$ cat config.mk
export PLATFORM = sky130hd
export DESIGN_NAME = ascii_to_morse_tx
export DESIGN_NICKNAME = d
export VERILOG_FILES = /design/src/rtl/morse_pkg.sv /design/src/rtl/morse_encoder_lut.sv /design/src/rtl/ascii_to_morse_tx.sv
export SDC_FILE = /design/constraint.sdc
export NUM_CORES = 1
export LEC_CHECK = 0
export ABC_AREA = 0
export CAP_MARGIN = 20
export CORE_MARGIN = 2
export CORE_UTILIZATION = 50
export CTS_BUF_LIST = sky130_fd_sc_hd__clkbuf_16
export DETAILED_ROUTE_END_ITERATION = 8
export PLACE_DENSITY_LB_ADDON = 0.3
export SLEW_MARGIN = 20
export SYNTH_ARGS = -nofsm -noshare
export SYNTH_HDL_FRONTEND = slang
export SYNTH_HIERARCHICAL = 1
export SYNTH_SLANG_ARGS = --single-unit
$ cat constraint.sdc
create_clock -name clock -period 2.1 [get_ports clock]
set_clock_uncertainty 0.15 [all_clocks]
set_input_delay 0.42 -clock clock [delete_from_list [all_inputs] [get_ports clock]]
set_output_delay 0.42 -clock clock [all_outputs]
set_load 0.05 [all_outputs]
$ cat src/rtl/morse_pkg.sv
// Shared Morse symbol encoding, timing multipliers, FSM states and the
// pattern-packing helpers used by the encoder lookup table.
package morse_pkg;

  localparam logic [1:0] SYM_NONE = 2'b00;
  localparam logic [1:0] SYM_DOT  = 2'b01;
  localparam logic [1:0] SYM_DASH = 2'b10;

  localparam int DOT_U      = 1;
  localparam int DASH_U     = 3;
  localparam int GAP_SYM_U  = 1;
  localparam int GAP_LTR_U  = 3;
  localparam int GAP_WORD_U = 7;

  typedef enum logic [2:0] {
    ST_IDLE,
    ST_LOAD,
    ST_MARK,
    ST_GAP_SYM,
    ST_GAP_LETTER,
    ST_GAP_WORD
  } state_t;

  // pat is written left-to-right as keyed (1 = dash); the first symbol sits
  // at bit n-1. Result is {len[2:0], sym4..sym0} with sym0 keyed first.
  function automatic logic [12:0] morse_code(input logic [2:0] n, input logic [4:0] pat);
    logic [9:0] s;
    s = '0;
    for (int i = 0; i < 5; i++) begin
      if (i < int'(n)) s[2*i +: 2] = pat[3'(int'(n) - 1 - i)] ? SYM_DASH : SYM_DOT;
    end
    return {n, s};
  endfunction

  // Digits 1-5 lead with d dots, 6-9 lead with d-5 dashes, 0 is all dashes.
  function automatic logic [12:0] digit_code(input logic [3:0] d);
    logic [4:0] pat;
    if (d <= 4'd5) pat = 5'b11111 >> d;
    else           pat = ~(5'b11111 >> (d - 4'd5));
    return morse_code(3'd5, pat);
  endfunction

endpackage

$ cat src/rtl/morse_encoder_lut.sv
// Combinational ASCII -> Morse lookup; the mirror image of the decoder table.
module morse_encoder_lut
  import morse_pkg::*;
(
  input  logic [7:0] ascii,
  output logic [1:0] sym0,
  output logic [1:0] sym1,
  output logic [1:0] sym2,
  output logic [1:0] sym3,
  output logic [1:0] sym4,
  output logic [2:0] len,
  output logic       is_space,
  output logic       is_valid
);

  logic [7:0] up;
  logic [9:0] syms;

  always_comb begin
    up = ascii;
    if (ascii >= 8'h61 && ascii <= 8'h7A) up = ascii - 8'h20;
    syms     = '0;
    len      = '0;
    is_space = 1'b0;
    is_valid = 1'b1;
    case (up)
      8'h20: is_space = 1'b1;
      "A": {len, syms} = morse_code(3'd2, 5'b00001);
      "B": {len, syms} = morse_code(3'd4, 5'b01000);
      "C": {len, syms} = morse_code(3'd4, 5'b01010);
      "D": {len, syms} = morse_code(3'd3, 5'b00100);
      "E": {len, syms} = morse_code(3'd1, 5'b00000);
      "F": {len, syms} = morse_code(3'd4, 5'b00010);
      "G": {len, syms} = morse_code(3'd3, 5'b00110);
      "H": {len, syms} = morse_code(3'd4, 5'b00000);
      "I": {len, syms} = morse_code(3'd2, 5'b00000);
      "J": {len, syms} = morse_code(3'd4, 5'b00111);
      "K": {len, syms} = morse_code(3'd3, 5'b00101);
      "L": {len, syms} = morse_code(3'd4, 5'b00100);
      "M": {len, syms} = morse_code(3'd2, 5'b00011);
      "N": {len, syms} = morse_code(3'd2, 5'b00010);
      "O": {len, syms} = morse_code(3'd3, 5'b00111);
      "P": {len, syms} = morse_code(3'd4, 5'b00110);
      "Q": {len, syms} = morse_code(3'd4, 5'b01101);
      "R": {len, syms} = morse_code(3'd3, 5'b00010);
      "S": {len, syms} = morse_code(3'd3, 5'b00000);
      "T": {len, syms} = morse_code(3'd1, 5'b00001);
      "U": {len, syms} = morse_code(3'd3, 5'b00001);
      "V": {len, syms} = morse_code(3'd4, 5'b00001);
      "W": {len, syms} = morse_code(3'd3, 5'b00011);
      "X": {len, syms} = morse_code(3'd4, 5'b01001);
      "Y": {len, syms} = morse_code(3'd4, 5'b01011);
      "Z": {len, syms} = morse_code(3'd4, 5'b01100);
      default: begin
        if (up >= 8'h30 && up <= 8'h39) {len, syms} = digit_code(up[3:0]);
        else is_valid = 1'b0;
      end
    endcase
    sym0 = syms[1:0];
    sym1 = syms[3:2];
    sym2 = syms[5:4];
    sym3 = syms[7:6];
    sym4 = syms[9:8];
  end

endmodule

$ cat src/rtl/ascii_to_morse_tx.sv
// Morse transmitter: takes one ASCII character per handshake and keys a
// single LED/buzzer line with unit-based dot/dash/gap timing.
module ascii_to_morse_tx
  import morse_pkg::*;
#(
  parameter int UNIT_CYCLES = 1,
  parameter int CNT_W       = $clog2(7*UNIT_CYCLES+1)
) (
  input  logic       clock,
  input  logic       reset,
  input  logic [7:0] ascii_char,
  input  logic       char_valid,
  output logic       char_ready,
  output logic       key_out,
  output logic       busy,
  output logic       invalid_char,
  output logic [2:0] morse_index
);

  localparam logic [CNT_W-1:0] DOT_C   = CNT_W'(DOT_U * UNIT_CYCLES);
  localparam logic [CNT_W-1:0] DASH_C  = CNT_W'(DASH_U * UNIT_CYCLES);
  localparam logic [CNT_W-1:0] GSYM_C  = CNT_W'(GAP_SYM_U * UNIT_CYCLES);
  // key_out trails MARK by one register stage, so the letter gap holds one
  // extra cycle to keep the line low for a full 3 units before ready.
  localparam logic [CNT_W-1:0] GLTR_C  = CNT_W'(GAP_LTR_U * UNIT_CYCLES + 1);
  localparam logic [CNT_W-1:0] GWORD_C = CNT_W'(GAP_WORD_U * UNIT_CYCLES);

  state_t           state, state_n;
  logic [CNT_W-1:0] cnt, cnt_n;
  logic [4:0][1:0]  syms_q, syms_n;
  logic [2:0]       len_q, len_n;
  logic [2:0]       idx, idx_n, idx_inc;
  logic             inv_n;

  logic [4:0][1:0]  lut_syms;
  logic [2:0]       lut_len;
  logic             lut_space, lut_valid;

  morse_encoder_lut u_lut (
    .ascii    (ascii_char),
    .sym0     (lut_syms[0]),
    .sym1     (lut_syms[1]),
    .sym2     (lut_syms[2]),
    .sym3     (lut_syms[3]),
    .sym4     (lut_syms[4]),
    .len      (lut_len),
    .is_space (lut_space),
    .is_valid (lut_valid)
  );

  function automatic logic [CNT_W-1:0] mark_cycles(input logic [1:0] s);
    return (s == SYM_DASH) ? DASH_C : DOT_C;
  endfunction

  assign char_ready  = (state == ST_IDLE);
  assign busy        = (state != ST_IDLE);
  assign morse_index = idx;
  assign idx_inc     = idx + 3'd1;

  always_comb begin
    state_n = state;
    cnt_n   = cnt;
    syms_n  = syms_q;
    len_n   = len_q;
    idx_n   = idx;
    inv_n   = 1'b0;
    case (state)
      ST_IDLE: begin
        if (char_valid) begin
          if (!lut_valid) begin
            inv_n = 1'b1;
          end else if (lut_space) begin
            state_n = ST_GAP_WORD;
            cnt_n   = GWORD_C;
          end else begin
            state_n = ST_LOAD;
            syms_n  = lut_syms;
            len_n   = lut_len;
            idx_n   = 3'd0;
          end
        end
      end
      ST_LOAD: begin
        state_n = ST_MARK;
        cnt_n   = mark_cycles(syms_q[0]);
      end
      ST_MARK: begin
        if (cnt == CNT_W'(1)) begin
          if (idx_inc < len_q) begin
            state_n = ST_GAP_SYM;
            cnt_n   = GSYM_C;
          end else begin
            state_n = ST_GAP_LETTER;
            cnt_n   = GLTR_C;
          end
        end else begin
          cnt_n = cnt - CNT_W'(1);
        end
      end
      ST_GAP_SYM: begin
        if (cnt == CNT_W'(1)) begin
          state_n = ST_MARK;
          idx_n   = idx_inc;
          cnt_n   = mark_cycles(syms_q[idx_inc]);
        end else begin
          cnt_n = cnt - CNT_W'(1);
        end
      end
      ST_GAP_LETTER, ST_GAP_WORD: begin
        if (cnt == CNT_W'(1)) begin
          state_n = ST_IDLE;
          cnt_n   = '0;
          idx_n   = 3'd0;
        end else begin
          cnt_n = cnt - CNT_W'(1);
        end
      end
      default: begin
        state_n = ST_IDLE;
        cnt_n   = '0;
        idx_n   = 3'd0;
      end
    endcase
  end

  always_ff @(posedge clock or negedge reset) begin
    if (!reset) begin
      state        <= ST_IDLE;
      cnt          <= '0;
      syms_q       <= {5{SYM_NONE}};
      len_q        <= '0;
      idx          <= '0;
      key_out      <= 1'b0;
      invalid_char <= 1'b0;
    end else begin
      state        <= state_n;
      cnt          <= cnt_n;
      syms_q       <= syms_n;
      len_q        <= len_n;
      idx          <= idx_n;
      key_out      <= (state == ST_MARK);
      invalid_char <= inv_n;
    end
  end

endmodule

==> flow_summary.ini <==
[finish]
regArea_um2 = 606
multi_input_area_um2 = 1870
diodes = 0
fin_util_pct = 81.8
nFillCells = 268
areaGrowthSynthToFinish_pct = 55.2
fin_nets = 415
drive_above_1_share_pct = 42.3

[sta]
finalMaxSlewViolations = 0
period_needed_ns = 2.55
setup_tns_ns = -6.39
final-setup-viol-count = 22
setup_ws_ns = -0.446
fmax_ghz = 0.393
hold_violations = 0
final.period_utilization_pct = 121
worst_slew_pin_slew_ns = 0.507
rsz0062_at_grt = true
slew_headroom_pct = 66.1

[synth]
netlist_instances = 296
ys.warnings.count = 6
synth_nets = 320
synth_area_um2 = 2330
synth_ff_type = dfrtp_1
synth-seq-area-share_pct = 25.8
ys_seq_elements = 24
async_flop_share_pct = 100
synth_cell_types = 64
syn_avg_cell_area_um2 = 7.86
synth_edf_count = 0

[power_and_ir_drop]
leakage_nw = 1.60
power_frac_seq_pct = 23.1
p_clk_share_pct = 13.5
p_per_area_nw_per_um2 = 858
p_int_mw = 1.71
p_sw_share_pct = 44.9
power_switching_mw = 1.39
p_comb_share_pct = 63.4
ir_drop_mv = 0.571

[setup_path]
critPathBufInv = 3
cp.arrival_ns = 2.57
cpMaxStageDelayCell = or3_1
endpoint_kind = flip-flop
crit_required_ns = 2.13
path_max_fanout = 4
crit_path_cell_trace = buf_12 > inv_12 > ha_4 > or2_4 > a21o_4 > nor2_4 > o31a_4 > o21ai_4 > o2111ai_4 > buf_4 > nand3_1 > and2_4 > or3_1 > o221ai_1
critPathKind = input pin to flip-flop
cp-start-kind = input pin
cpPeakStageDelay_ns = 0.30
crit_family = simple AND/OR/NAND/NOR gates

[floorplanning]
top_level_ports = 18
die_h_um = 72.2
core_um2 = 4410
die_width_um = 72.2
dieArea_um2 = 5220
row_count = 24
start_util_pct = 52.7

[run_status]
status = finished with violations
violations = setup timing

[clock_network]
cts_buffers = 3
cts_max_path_buffers = 2
root_buffer = clkbuf_16
clk_pin_slew_ns = 0.07
cts_hold_buf = 0
tritoncts = done
clock_sinks = 24
clk_latency_ns = 0.26
htree_num_levels = 1

[routing]
dr.pass1.iters = 6
avgViaCountPerCell = 6.29
routed_wl_mm = 8.22
ant_nets = 0
drcViolationCount = 0
post_drt_wl_per_cell_um = 18.6
drtIter0Drc = 306
vias = 2780

[run]
cap_viol_max_count = 0

[placement]
io_buffers = 17
place_congestion = 0.961
dpl.hpwl_mm = 5.48

[global_routing]
grt_max_degree = 25
grt_pass1_vias = 2623
grt_usage_pct = 29.9
grt.overflow.total = 0
antenna_found_initial = 0
grt_first_pass_wirelength_mm = 12.4

[worst_hold_path]
hold_path_class = input pin to async pin
## per-stage QoR
step	setup WS (ns)	power (mW)	instances	hold WS [ns]	instance area (um^2)
4_1_cts	-0.440	2.86	437	0.355	3320
2_1_floorplan	-0.732	1.85	296	-0.0256	2440
3_3_place_gp	-1.20	2.35	424	0.339	3130
3_5_place_dp	-1.29	2.41	424	0.342	3130
6_report	-0.446	3.10	442	0.359	3610
5_1_grt	-0.550	3.26	442	0.368	3610
## layer usage
metal  up-vias  part of all wire, %  global-route usage (%)
li1       1272                    -                       -
met1      1340                   40                    41.2
met2       143                   49                    49.4
met3        25                  8.2                    5.56
met4         0                  2.1                    5.87
met5         -                    0                       0
## cells in the final DEF (no fill, tap or decap), types with 4 or more instances in the layout
master / n
o211ai_1: 4
o21ai_2: 5
clkdlybuf4s50_1: 4
nor2_1: 17
buf_6: 7
nand2_1: 21
a21oi_1: 16
nand3_1: 10
mux2_4: 9
dfrtp_1: 22
ha_1: 8
a21oi_2: 4
o21ai_0: 19
inv_1: 18
nor2b_1: 9
nor2_4: 6
nor3_1: 7
nand2b_1: 5
buf_4: 84
o21ai_1: 7
ha_4: 5
## path summary, 6_finish.rpt
check	from	end	slack, ns	cells after the start
worst max-delay path	ascii_char[6]	cnt[0]$_DFFE_PN0P_	-0.45	14
min in group clock	syms_q[4]$_DFFE_PN0P_	syms_q[4]$_DFFE_PN0P_	0.36	1
worst min-delay path	reset	cnt[2]$_DFFE_PN0P_	0.36	2
max in group asynchronous	reset	morse_index[0]$_DFFE_PN0P_	1.16	2
worst max register to register	morse_index[0]$_DFFE_PN0P_	state[2]$_DFFE_PN0P_	-0.08	7
worst min register to register	syms_q[4]$_DFFE_PN0P_	syms_q[4]$_DFFE_PN0P_	0.36	1
## cell type report
type | count | area share, %
multi-input cells | 234 | 51.9
repair buffers | 105 | 24.3
inverters | 23 | 3.08
well taps | 52 | 1.80
clock inverters | 1 | 0.104
flip-flops and latches | 24 | 16.8
clock buffers | 3 | 2.08
## power by group through the flow
stage | logic, mW | registers [mW] | clock network, mW
after CTS | 1.74 | 0.702 | 0.416
after global routing | 2.08 | 0.732 | 0.443
after floorplan | 1.04 | 0.808 | 0
after detailed placement | 1.70 | 0.710 | 0
after global placement | 1.64 | 0.702 | 0
final | 1.96 | 0.717 | 0.417
## worst register-to-register path, cell delays in order (launching register included)
cell	delay, ns
dfrtp_4	0.48
ha_4	0.17
xor2_2	0.18
ha_1	0.33
a21o_1	0.19
a31oi_4	0.25
nor3_1	0.11
o211a_1	0.22
## kinds of logic (layout without fill, tap and decap cells)
logic type	count (synthesis)	count (layout)	share of synthesized area (%)
compound gates	98	98	27.3
xor+xnor	2	2	0.753
fa+ha+maj	13	13	6.99
buf+inv	38	132	8.33
flops	24	24	25.8
mux	11	11	5.54
simple gates	110	110	25.3
## synthesized netlist by cell type (all sizes together) (4+ instances only)
| cell type | n | area (um^2) |
|---|---|---|
| o21ai | 33 | 169 |
| o211ai | 4 | 30.0 |
| nor2 | 24 | 97.6 |
| nor2b | 10 | 62.6 |
| dfrtp | 24 | 601 |
| a31oi | 5 | 31.3 |
| mux2 | 9 | 109 |
| nor4 | 4 | 25.0 |
| nor3 | 9 | 56.3 |
| inv | 23 | 86.3 |
| nand2 | 24 | 92.6 |
| ha | 13 | 163 |
| a21oi | 20 | 100 |
| or3 | 4 | 25.0 |
| nand3 | 10 | 50.1 |
| nand2b | 6 | 37.5 |
| a21o | 4 | 30.0 |
| buf | 14 | 104 |
## sequential cells by signal (all words and copies together) (netlist names)
register / count
syms_q: 10
cnt: 3
len_q: 3
morse_index: 3
state: 3
invalid_char: 1
key_out: 1
## timing repair
action,4_1_cts,5_1_grt
pin swaps,15,19
setup endpoints to repair,23,24
resized for setup,36,68
setup buffers,9,5
Note: power is estimated with default switching activity, not from simulation.
